$ cat src/rtl/conv_column_feeder.sv
// Line-buffer front end for the 3x3 systolic convolution array.
// Turns a raster pixel stream into packed vertical columns {row y-2, row y-1, row y}.
module conv_column_feeder #(
  parameter int DATA_WIDTH = 8,
  parameter int IMG_WIDTH  = 28,
  parameter int IMG_HEIGHT = 28
) (
  input  logic                    clk,
  input  logic                    rst,
  input  logic                    start,
  input  logic [DATA_WIDTH-1:0]   pix_in,
  input  logic                    pix_valid,
  output logic                    pix_ready,
  output logic                    load_weight,
  output logic [3*DATA_WIDTH-1:0] input_col,
  output logic                    col_valid,
  output logic                    window_valid,
  output logic                    frame_done
);

  // state    | meaning
  // S_IDLE   | waiting for start, counters held at zero
  // S_LOAD   | one-cycle load_weight strobe to the array
  // S_FILL   | rows 0 and 1 written into the line buffers, no columns
  // S_STREAM | every accept emits a column one cycle later
  // S_DONE   | one-cycle frame_done, last column visible
  typedef enum logic [2:0] {S_IDLE, S_LOAD, S_FILL, S_STREAM, S_DONE} state_t;

  localparam int XW = $clog2(IMG_WIDTH);
  localparam int YW = $clog2(IMG_HEIGHT);
  localparam logic [XW-1:0] X_LAST = XW'(IMG_WIDTH - 1);
  localparam logic [YW-1:0] Y_LAST = YW'(IMG_HEIGHT - 1);

  state_t                    r_state;
  state_t                    w_state_nxt;
  logic [XW-1:0]             r_x;
  logic [YW-1:0]             r_y;
  logic [DATA_WIDTH-1:0]     r_lb0 [IMG_WIDTH];
  logic [DATA_WIDTH-1:0]     r_lb1 [IMG_WIDTH];
  logic [3*DATA_WIDTH-1:0]   r_col;
  logic                      r_col_valid;
  logic                      r_window_valid;
  logic                      w_accept;
  logic                      w_last_x;

  assign w_last_x = (r_x == X_LAST);
  assign w_accept = pix_valid && pix_ready;

  always_comb begin
    w_state_nxt = r_state;
    pix_ready   = 1'b0;
    load_weight = 1'b0;
    frame_done  = 1'b0;
    case (r_state)
      S_IDLE: if (start) w_state_nxt = S_LOAD;
      S_LOAD: begin
        load_weight = 1'b1;
        w_state_nxt = S_FILL;
      end
      S_FILL: begin
        pix_ready = 1'b1;
        if (pix_valid && w_last_x && (r_y == YW'(1))) w_state_nxt = S_STREAM;
      end
      S_STREAM: begin
        pix_ready = 1'b1;
        if (pix_valid && w_last_x && (r_y == Y_LAST)) w_state_nxt = S_DONE;
      end
      S_DONE: begin
        frame_done  = 1'b1;
        w_state_nxt = S_IDLE;
      end
      default: w_state_nxt = S_IDLE;
    endcase
  end

  always_ff @(posedge clk) begin
    if (rst) r_state <= S_IDLE;
    else     r_state <= w_state_nxt;
  end

  always_ff @(posedge clk) begin
    if (rst || (r_state == S_IDLE)) begin
      r_x <= '0;
      r_y <= '0;
    end else if (w_accept) begin
      if (w_last_x) begin
        r_x <= '0;
        r_y <= r_y + 1'b1;
      end else begin
        r_x <= r_x + 1'b1;
      end
    end
  end

  // Buffers are never cleared: FILL overwrites both rows before any column reads them.
  always_ff @(posedge clk) begin
    if (!rst && w_accept) begin
      r_lb1[r_x] <= r_lb0[r_x];
      r_lb0[r_x] <= pix_in;
    end
  end

  always_ff @(posedge clk) begin
    if (rst) begin
      r_col          <= '0;
      r_col_valid    <= 1'b0;
      r_window_valid <= 1'b0;
    end else begin
      r_col_valid    <= 1'b0;
      r_window_valid <= 1'b0;
      if (w_accept && (r_state == S_STREAM)) begin
        r_col          <= {r_lb1[r_x], r_lb0[r_x], pix_in};
        r_col_valid    <= 1'b1;
        r_window_valid <= (r_x >= XW'(2));
      end
    end
  end

  assign input_col    = r_col;
  assign col_valid    = r_col_valid;
  assign window_valid = r_window_valid;

endmodule

$ cat config.mk
export PLATFORM = sky130hd
export DESIGN_NAME = conv_column_feeder
export DESIGN_NICKNAME = d
export VERILOG_FILES = /design/src/rtl/conv_column_feeder.sv
export SDC_FILE = /design/constraint.sdc
export NUM_CORES = 1
export LEC_CHECK = 0
export CORE_ASPECT_RATIO = 0.7
export CORE_MARGIN = 2
export CORE_UTILIZATION = 40
export CTS_CLUSTER_DIAMETER = 50
export DETAILED_ROUTE_END_ITERATION = 8
export GPL_ROUTABILITY_DRIVEN = 0
export HOLD_SLACK_MARGIN = 0.06
export PLACE_DENSITY = 0.66
export RECOVER_POWER = 100
export SYNTH_ARGS = -nofsm -noshare
export SYNTH_HDL_FRONTEND = slang
export SYNTH_SLANG_ARGS = --single-unit
$ cat constraint.sdc
create_clock -name clk -period 2.82 [get_ports clk]
set_clock_uncertainty 0.1 [all_clocks]
set_input_delay 0.282 -clock clk [delete_from_list [all_inputs] [get_ports clk]]
set_output_delay 0.282 -clock clk [all_outputs]
set_load 0.05 [all_outputs]
==> results by group <==
Pwr
  – Pwr/cell area: 652 mW/mm^2
  – Worst VDD drop: 0.534 mV
  – Leakage power: 6.91 nW

Final layout
  – Nets: 1194
  – Area Overhead vs Synth: 15.7%
  – Reg area: 0.0143 mm^2
  – Multi-input logic area: 0.00446 mm^2
  – Fill cell count: 4027
  – # diodes: 0
  – Layout cells sized above 1: 0.200

Clock tree
  – Clock Path Buffers: 3
  – Skew-Pair Late Insertion Delay: 0.57 ns
  – Post-CTS Repair Setup Buffers: 0
  – Post_cts resized: 0
  – Clk slew on worst S/H paths: 0.07 ns
  – Root buffer cell: clkbuf_16
  – TritonCTS buffer count: 46
  – CTS tree: yes
  – # hold bufs at CTS: 0
  – H-tree Lvls: 2
  – Sink Count: 492

Drt
  – Vias: 10200
  – Post-route DRC: 0
  – Drt total wl: 44400 um
  – First-pass iteration count of the detailed router: 5
  – Via density: 5.58
  – Average wire per standard cell: 24.2 um
  – Initial DRC Count: 1088
  – ANT nets after route: 0

Logic synthesis
  – Synthesized area per cell: 18.4 um^2
  – Synthesized Nets: 1062
  – Ys flop type: edfxtp_1
  – Synth warnings: 0
  – Multiplexer share of the synthesized area: 0.132
  – Commonest cells post-synth: edfxtp_1 (448), mux2i_1 (108), mux4_2 (56)
  – Synth unique cells: 51
  – Cells after synthesis: 1044
  – Xor/xnor cell area share of the yosys netlist: 0.00274
  – Cell taking the most area after synthesis: edfxtp_1
  – Share of the synthesized area in the top cell type: 0.702
  – Synth area leaders: edfxtp_1 (70%), mux4_2 (6.6%), mux2i_1 (5.6%)
  – Synthesized area: 0.0192 mm^2
  – Most common cell in the netlist: edfxtp_1
  – Synth Area in Adders: 0.00392
  – Flops & latches, synth: 492
  – Count of flip-flops with a built-in enable after synthesis: 448
  – Sequential area share after synthesis: 0.748
  – Largest family of logic cells by synthesized area: multiplexers
  – Post-synthesis compound-gate area fraction: 0.0534
  – Async SR Flop Fraction: 0
  – Synth Area in Simple Gates: 0.0389

Hold path
  – Worst hold path class: reg -> reg

Global routing
  – Tot GR Track Use: 0.178
  – Largest net degree at the start of global routing: 50
  – Vias in the first global route: 10100
  – Initial antenna violation count: 0
  – Grt total ovfl: 0
  – First-pass GRT wire length: 65900 um

STA
  – Setup TNS: 0 ns
  – Fmax: 377 MHz
  – Final Slew Violations: 60
  – Min Tclk post-route: 2.65 ns
  – Final Setup Violations: 0
  – Worst slew pin tran: 1.54 ns
  – Final period util: 0.941
  – Final hold vios: 0
  – RSZ-0062 raised after global routing: no
  – Slew HR: -0.0265
  – Fin Hold WS: 0.356 ns

Die
  – FP Rows: 67
  – Io pins: 41
  – Die X: 266 um
  – Die H: 187 um
  – Initial Util: 0.403
  – Core Area: 0.0476 mm^2
  – Die Area: 0.0497 mm^2

Placed design
  – HPWL after DPL: 28300 um
  – IO buf count: 40

Critical path
  – Critical path class: reg -> out
  – Startpoint types: flip-flop
  – Crit. End Element: primary output
  – Crit path DAT: 2.27 ns
  – CP Max Fanout: 11
  – Worst Path Required: 2.44 ns

Run status
  – Violated checks: capacitance limit, slew limit
  – Status: finished, violations left

Job
  – MaxCap Viol Count: 2
worst max-delay path: stages (launching register included):
cell,delay (ns)
dfxtp_1,0.54
nor2b_1,0.22
buf_4,0.15
clkdlybuf4s50_1,0.79
cells by family (layout without fill, tap and decap cells):
| family | count (synthesis) | after routing |
|---|---|---|
| xor gates and xnor gates | 6 | 6 |
| and+or+nand+nor | 158 | 158 |
| muxes | 181 | 181 |
| adders and majority gates | 6 | 6 |
| DFF | 492 | 492 |
| buffers and inverters | 63 | 231 |
| AOI/OAI and AO/OA | 138 | 138 |
layer usage:
layer,up-vias,GRT usage,routed length (um)
met4,0,0.0376,675
met1,5300,0.276,20700
li1,4459,-,-
met5,-,0,0
met2,409,0.260,19500
met3,61,0.0355,3470
power breakdown:
| group | internal [mW] | switching (mW) |
|---|---|---|
| Combinational | 0.0748 | 0.182 |
| Sequential | 7.93 | 0.0123 |
| Clock | 3.55 | 2.72 |
layout by cell type (no fill, tap or decap), drive strengths merged, types with 4 or more instances in the layout:
cell and n:
clkbuf 114, nor3b 4, edfxtp 448, nor2 54
ha 6, mux4 56, nand3b 4, a22oi 29
dfxtp 44, a21oi 27, a31oi 7, nor3 22
o22ai 8, nand2 47, clkdlybuf4s50 4, o31ai 7
a22o 30, bufinv 5, nand4 4, dlygate4sd3 36
nor2b 6, o21ai 6, mux2i 108, a311oi 9
mux2 17, o211ai 12, buf 44, inv 9
clkinv 17
through the flow:
stage / utilization / std cells / total power [mW] / worst slack [ns] / area, um^2
2_1_floorplan: - / 1044 / 8.22 / 0.0412 / 19200
3_3_place_gp: 0.439 / 1749 / 8.36 / 0.259 / 20900
3_5_place_dp: 0.439 / 1749 / 8.36 / 0.200 / 20900
4_1_cts: 0.471 / 1833 / 14.6 / 0.140 / 22400
5_1_grt: 0.466 / 1833 / 14.9 / 0.0384 / 22200
6_report: 0.466 / 1833 / 14.5 / 0.167 / 22200
final cells by class:
cell class                      instances  area share
Inverter                                4    0.000677
Timing Repair Buffer                  143      0.0485
Clock buffer                           55      0.0544
Tap cell                              621      0.0350
Clock inverter                         29      0.0138
Multi-Input combinational cell        489       0.201
Sequential cell                       492       0.647
path summary, 6_finish.rpt:
check,depth (start not counted),from,to,slack (ns)
hold reg to reg,2,input_col[4]$_SDFFE_PP0P_,input_col[4]$_SDFFE_PP0P_,0.36
hold / removal,2,input_col[4]$_SDFFE_PP0P_,input_col[4]$_SDFFE_PP0P_,0.36
setup reg to reg,6,flip-flop,r_lb1[20][1]$_DFFE_PP_,0.23
setup / recovery,3,r_state[1]$_SDFFE_PP0P_,pix_ready,0.17
registers in the layout, summed over array words and instances (netlist names), named ones only:
signal / flops
r_x: 5
r_lb0: 224
col_valid: 1
window_valid: 1
r_state: 3
input_col: 24
r_y: 5
r_lb1: 224
Note: power is estimated with default switching activity, not from simulation.
